File: src/rtl/wb_write_queue.sv
// wb_write_queue: circular writeback FIFO draining one entry per cycle into a registered
// register-file write port, with youngest-first forwarding lookups for decode.
module wb_write_queue #(
  parameter int DATA_WIDTH    = 32,
  parameter int ADDRESS_WIDTH = 5,
  parameter int DEPTH         = 4
) (
  input  logic                     clk,
  input  logic                     rst,
  input  logic                     wb_valid,
  output logic                     wb_ready,
  input  logic [ADDRESS_WIDTH-1:0] wb_dest,
  input  logic [DATA_WIDTH-1:0]    wb_data,
  output logic                     rg_wrt_en,
  output logic [ADDRESS_WIDTH-1:0] rg_wrt_dest,
  output logic [DATA_WIDTH-1:0]    rg_wrt_data,
  input  logic [ADDRESS_WIDTH-1:0] lk_addr1,
  input  logic [ADDRESS_WIDTH-1:0] lk_addr2,
  output logic                     lk_hit1,
  output logic                     lk_hit2,
  output logic [DATA_WIDTH-1:0]    lk_data1,
  output logic [DATA_WIDTH-1:0]    lk_data2,
  output logic [$clog2(DEPTH):0]   count
);
  localparam int PW = $clog2(DEPTH);
  localparam int CW = PW + 1;
  logic [ADDRESS_WIDTH-1:0] dest_q [DEPTH];
  logic [DATA_WIDTH-1:0]    data_q [DEPTH];
  logic [PW-1:0]            head, tail;
  logic                     push, pop;
  assign wb_ready = count < CW'(DEPTH);
  assign push     = wb_valid && wb_ready && wb_dest != '0;
  assign pop      = count != '0;
  always_ff @(posedge clk or negedge rst)
    if (!rst) begin
      head        <= '0;
      tail        <= '0;
      count       <= '0;
      rg_wrt_en   <= 1'b0;
      rg_wrt_dest <= '0;
      rg_wrt_data <= '0;
    end else begin
      head      <= head + PW'(pop);
      tail      <= tail + PW'(push);
      count     <= count + CW'(push) - CW'(pop);
      rg_wrt_en <= pop;
      if (pop) begin
        rg_wrt_dest <= dest_q[head];
        rg_wrt_data <= data_q[head];
      end
    end
  always_ff @(posedge clk)
    if (push) begin
      dest_q[tail] <= wb_dest;
      data_q[tail] <= wb_data;
    end
  // Scan oldest to youngest so the youngest match wins; the output register is older than every entry.
  function automatic logic [DATA_WIDTH:0] look(input logic [ADDRESS_WIDTH-1:0] a);
    logic [DATA_WIDTH:0] r;
    logic [PW-1:0]       idx;
    r = (rg_wrt_en && rg_wrt_dest == a) ? {1'b1, rg_wrt_data} : '0;
    for (int i = 0; i < DEPTH; i++) begin
      idx = head + PW'(i);
      if (CW'(i) < count && dest_q[idx] == a) r = {1'b1, data_q[idx]};
    end
    return (a == '0) ? '0 : r;
  endfunction
  always_comb begin
    {lk_hit1, lk_data1} = look(lk_addr1);
    {lk_hit2, lk_data2} = look(lk_addr2);
  end
endmodule

File: config.mk
export PLATFORM = sky130hd
export DESIGN_NAME = wb_write_queue
export DESIGN_NICKNAME = d
export VERILOG_FILES = /design/src/rtl/wb_write_queue.sv
export SDC_FILE = /design/constraint.sdc
export NUM_CORES = 1
export LEC_CHECK = 0
export CORE_ASPECT_RATIO = 0.7
export CORE_MARGIN = 2
export CORE_UTILIZATION = 50
export DETAILED_ROUTE_END_ITERATION = 12
export PLACE_DENSITY_LB_ADDON = 0.15
export SYNTH_ARGS = -nofsm -noshare
export SYNTH_HDL_FRONTEND = slang
export SYNTH_SLANG_ARGS = --single-unit
export TNS_END_PERCENT = 30
File: constraint.sdc
create_clock -name clk -period 8.4 [get_ports clk]
set_input_delay 1.26 -clock clk [delete_from_list [all_inputs] [get_ports clk]]
set_output_delay 1.26 -clock clk [all_outputs]
set_load 0.02 [all_outputs]
== Yosys cells after proc, flatten, opt, wreduce, memory -nomap -nowiden ==
Memory sizes are Yosys's and may differ from the RTL's.
Cells that the tools add are included.
Word-level totals
  register bits after elaboration: 45
  bits in writable memories: 148
  input port bits: 50
  output and inout port bits: 108
  logic and storage cells: 60
  memories kept: 2
Memories
  data_q: words 4, bits a word 32, read ports 4, clocked after Yosys merged registers in 0, write ports 1, line 28  | logic [DATA_WIDTH-1:0] data_q [DEPTH];
  dest_q: words 4, bits a word 5, read ports 4, clocked after Yosys merged registers in 0, write ports 1, line 27  | logic [ADDRESS_WIDTH-1:0] dest_q [DEPTH];
Operators by class
  $add $sub $neg: 7
  magnitude comparators: 5
  eq/ne operators: 10
  mux-type cells: 14
  reductions and logical operators: 16
Operator list (number)
  33-bit 2-to-1 mux: 12
  5-bit == test: 10
  1-bit logical AND: 12
  5-bit logical NOT: 2
  1-bit by 3-bit < comparator with 1-bit output, first input constant: 2
  2-bit by 3-bit < comparator with 1-bit output, first input constant: 2
  5-bit nonzero test: 1
  2-bit by 1-bit adder with 2-bit output: 2
  2-bit adder, second input constant: 2
  3-bit by 1-bit adder with 3-bit output: 1
  3-bit < comparator, second input constant: 1
  3-bit nonzero test: 1
  3-bit by 1-bit subtractor with 3-bit output: 1
  2-bit by 1-bit adder with 2-bit output, second input constant: 1
  1-bit 2-to-1 mux: 2

== Depth between registers and ports, before layout ==
  depth after elaboration: 8
  gate-level depth with buffers: 11
  gate-level depth less buffers: 7

== Worst setup path after synthesis ==
No wires, ideal clock.
  path kind: input to register
  start: input port wb_valid
  end: memory data_q[1][0], enable pin
  library setup time: 0.485 ns
  arrival time: 4.319 ns
  data required time: 7.915 ns
  path slack: 3.595 ns
  stages on the path: 3
  path buffers: 0
  path through: nor2b_1 > o21ai_0 > nor3b_1
On the way
  cells in the longest elaborated chain, start to end: 4
Ends and longest elaborated chain
  from (decl): line 10  | input logic wb_valid,
  1-bit logical AND (2 in series): line 32  | assign push = wb_valid && wb_ready && wb_dest != '0;
  1-bit 2-to-1 mux: line 53  | if (push) begin
  1-bit 2-to-1 mux (implied by the code): line 55  | data_q[tail] <= wb_data;
  to (decl): line 28
No other way between the ends.

== Worst setup path after layout ==
  start: register head[1]
  end: output port lk_data1[4]
On the way
  cells in the longest elaborated chain, start to end: 8
Ends and longest elaborated chain
  from (decl): line 29  | logic [PW-1:0] head, tail;
  from (signal assigned): line 43  | head <= head + PW'(pop);
  2-bit by 1-bit adder with 2-bit output or memory read 4 x 5 bit (tied branches)
  memory read 4 x 5 bit or 5-bit == test (tied branches)
  5-bit == test or 1-bit logical AND (tied branches): line 64  | if (CW'(i) < count && dest_q[idx] == a) r = {1'b1, data_q[idx]};
  1-bit logical AND or 33-bit 2-to-1 mux (tied branches): line 64
  33-bit 2-to-1 mux (2 in series): line 64
  33-bit 2-to-1 mux *: line 64
  33-bit 2-to-1 mux *: line 66  | return (a == '0) ? '0 : r;
  to (decl): line 21  | output logic [DATA_WIDTH-1:0] lk_data1,
Mark *: on every way between the ends. The rest lies on a longest branch, timed or not.

==> impl_metrics.csv <==
group,metric,value,unit
status,status,"finished clean",
pwr,power.density,378,nW/um2
sta,worst_slack,1.55,ns
min_path,min-delay-start,"rg_wrt_data[3]$_DFFE_PN0N_",
place,placed_area,14500,um2
detailed_routing,drc,0,
place,port_buffers,157,
detailed_routing,drtIter0Drc,1324,
cells_and_area,final_area,15000,um2
yosys,synth-seq-cells,193,
cells_and_area,drive_gt1_share,26.7,%
setup_path,reg2reg_from,"head[1]$_DFF_PN0_",
cts,htree_levels,4,
yosys,avgSynthCellArea,14.5,um2
setup_path,reg2reg_depth,3,
sta,setup_viol,0,
yosys,ys_seq_area_share,43.6,%
detailed_routing,via_count,9584,
cells_and_area,final_nets,1033,
yosys,yosys_warnings,0,
yosys,synth_top_area_share,34.8,%
run,maxCapViolCount,0,
setup_path,regToRegSetupSlack,5.53,ns
cts,cts_max_path_buffers,2,
cts,numClockSinks,193,
cts,cts_resized,0,
setup_path,crit_type,"reg2out",
sta,max_slew_margin,20.9,%
place,dp_cells,1282,
detailed_routing,firstDrtPassIters,8,
min_path,hold_class,"reg2reg",
detailed_routing,viasPerCell,7.28,
yosys,postSynthNetCount,938,
die,dieArea,26900,um2
grt,grt.overflow.total,0,
detailed_routing,finalWirelength,36.8,mm
sta,skew,0.0112,ns
setup_path,cp.required,7.14,ns
sta,finalSetupTns,0,ns
min_path,holdPathStages,1,
place,place_ws,1.88,ns
yosys,yosysUniqueCellTypes,49,
yosys,synth_cells,881,
yosys,synth_area_leader_cell,"edfxtp_1",
cts,cts_tree,"done",
setup_path,reg2reg_to,"rg_wrt_data[19]$_DFFE_PN0N_",
sta,period_needed,6.85,ns
detailed_routing,wl_per_cell,28.0,um
sta,clock.fmax,146,MHz
cts,clk_pin_slew,0.07,ns
setup_path,cp_slowest_cell,"dfrtp_4",
grt,grt_max_degree,67,
die,initial_utilization,51.4,%
setup_path,startpoint_type,"register",
yosys,synth_area_leaders,"edfxtp_1 35%, mux4_2 26%, dfrtp_1 8.8%",
sta,slew_violations,0,
grt,antenna_found_initial,2,
sta,rsz0062_at_grt,"no",
cts,cts_buffers,17,
pwr,peakVddDrop,0.211,mV
die,io_pins,158,
sta,hold_viol_final,0,
grt,grt_usage,28.0,%
setup_path,critPathMaxStageDelay,1.05,ns
die,die_w,195,um
setup_path,cp.arrival,5.59,ns
die,die_h,138,um
detailed_routing,ant_nets,0,
cts,cts-hold-fix-buffers,0,
place,routabilityCongestion,0.892,
yosys,synth_edf_count,148,
grt,grt_pass1_wl,56.1,mm
die,coreArea,24900,um2
die,rows,48,
cells_and_area,fin_cells,1316,
sta,tightestPinTransition,1.19,ns
yosys,synthesis.area,12800,um2
yosys,async_flop_share,23.3,%
place,dp.final_hpwl,23.1,mm
setup_path,crit_fanout,66,
cts,root_buffer,"clkbuf_16",
setup_path,worstPathCellList,"mux4_2, xnor2_1, nand4_1, or2_2, nand3_2, buf_4, o31ai_1, clkdlybuf4s50_1",
yosys,synthFlopType,"edfxtp_1",
min_path,whs_endpoint,"rg_wrt_data[3]$_DFFE_PN0N_",
cells_and_area,area_growth,17.7,%
setup_path,critPathCaptureType,"output port",
grt,grt_pass1_vias,9215,
cts,clk_latency,0.44,ns
pwr,power_leakage,0.00475,uW
sta,fin_crit_sh,81.6,%
cts,cts_setup_buffers,0,
==> registers in the layout (all words and copies together) (netlist names) <==
signal	flops
count	3
data_q	128
dest_q	20
head	2
rg_wrt_data	32
rg_wrt_dest	5
rg_wrt_en	1
tail	2
==> per-stage QoR <==
| step | power [uW] | hold slack [ns] | util [%] |
|---|---|---|---|
| 2_1_floorplan | 3810 | 0.494 | - |
| 3_3_place_gp | 4840 | 0.552 | 58.2 |
| 3_5_place_dp | 4870 | 0.561 | 58.2 |
| 4_1_cts | 5690 | 0.576 | 60.5 |
| 5_1_grt | 5980 | 0.594 | 60.5 |
| 6_report | 5690 | 0.571 | 60.5 |
==> where the power goes <==
group / total, uW / leakage, uW / switching [uW] / internal (uW)
clock network: 802 / 0.000270 / 376 / 427
registers: 1610 / 0.00186 / 352 / 1260
logic: 3280 / 0.00262 / 1650 / 1630
==> cells in the final DEF (no fill, tap or decap), types with 8 or more instances in the layout <==
cell and n:
inv_1 8, dfrtp_1 43, clkbuf_16 17, xor2_1 26, clkdlybuf4s50_1 156, edfxtp_1 148, o31ai_1 59, mux4_2 146
nor2_1 69, a32oi_1 64, mux2_2 40, nand2_1 12, buf_4 21, a221oi_1 64, xnor2_1 26
==> critical path, delay by kind of cell, from the launching register on <==
family          cells  cell delay, ns
compound gates      1            0.55
xor+xnor            1            0.16
buf+inv             2            1.14
flops               1            1.05
mux                 1            0.67
simple gates        3            1.50
==> worst max-delay path by stage <==
stage / startpoint / to / slack (ns) / depth (start not counted)
finish: head[1]$_DFF_PN0_ / lk_data1[4] / 1.55 / 8
global route: head[0]$_DFF_PN0_ / lk_data1[22] / 1.33 / 8
CTS: head[1]$_DFF_PN0_ / lk_data2[31] / 1.65 / 9
detailed placement: lk_addr1[0] / lk_data1[4] / 1.88 / 9
global placement: lk_addr1[0] / lk_data1[4] / 1.97 / 9
floorplan: wb_valid / data_q[1][0]$_DFFE_PP_ / 3.60 / 3
==> metal layers <==
layer / part of all wire [%] / wire (um) / global-route usage (%) / vias to the layer above
met4: 1.8 / 645 / 8.65 / 0
met2: 44 / 16300 / 41.8 / 658
met5: 0 / 0 / 0 / -
met3: 12 / 4370 / 6.49 / 51
li1: - / - / - / 3967
met1: 42 / 15500 / 41.1 / 4908
==> synthesized netlist by cell type, types with 3 or more instances <==
library cell and count:
edfxtp_1 148, mux4_2 146, nor2_1 71, a221oi_1 64, a32oi_1 64, o31ai_1 59
dfrtp_1 45, clkbuf_1 40, mux2_2 40, buf_2 37, xnor2_1 26, xor2_1 26
nand2_1 12, buf_4 11, inv_1 8, buf_1 7, buf_6 7, ha_1 6
nand3_1 5, nor2b_1 5, nor3_1 5, o31ai_2 5, nand4_1 4, nor4_1 4
a21oi_1 3, and2_1 3, mux2i_1 3
==> cell type report <==
| cell class | instances | area (um2) |
|---|---|---|
| diodes | 2 | 5.00 |
| clock buffers | 21 | 460 |
| clock inverters | 11 | 103 |
| fillers | 1917 | 9820 |
| inverters | 8 | 30.0 |
| multi-input cells | 578 | 6740 |
| flip-flops and latches | 193 | 5580 |
| well taps | 325 | 407 |
| repair buffers | 178 | 1720 |
==> cell families after synthesis <==
logic type,after synthesis,share of synthesized area [%]
XOR/XNOR,52,3.56
buffers and inverters,110,4.33
AO/OA/AOI/OAI,204,13.5
multiplexers,190,29.7
AND/OR/NAND/NOR,125,4.62
flip-flops,193,43.6
adder cells (fa/ha/maj),7,0.744
Note: power is estimated with default switching activity, not from simulation.
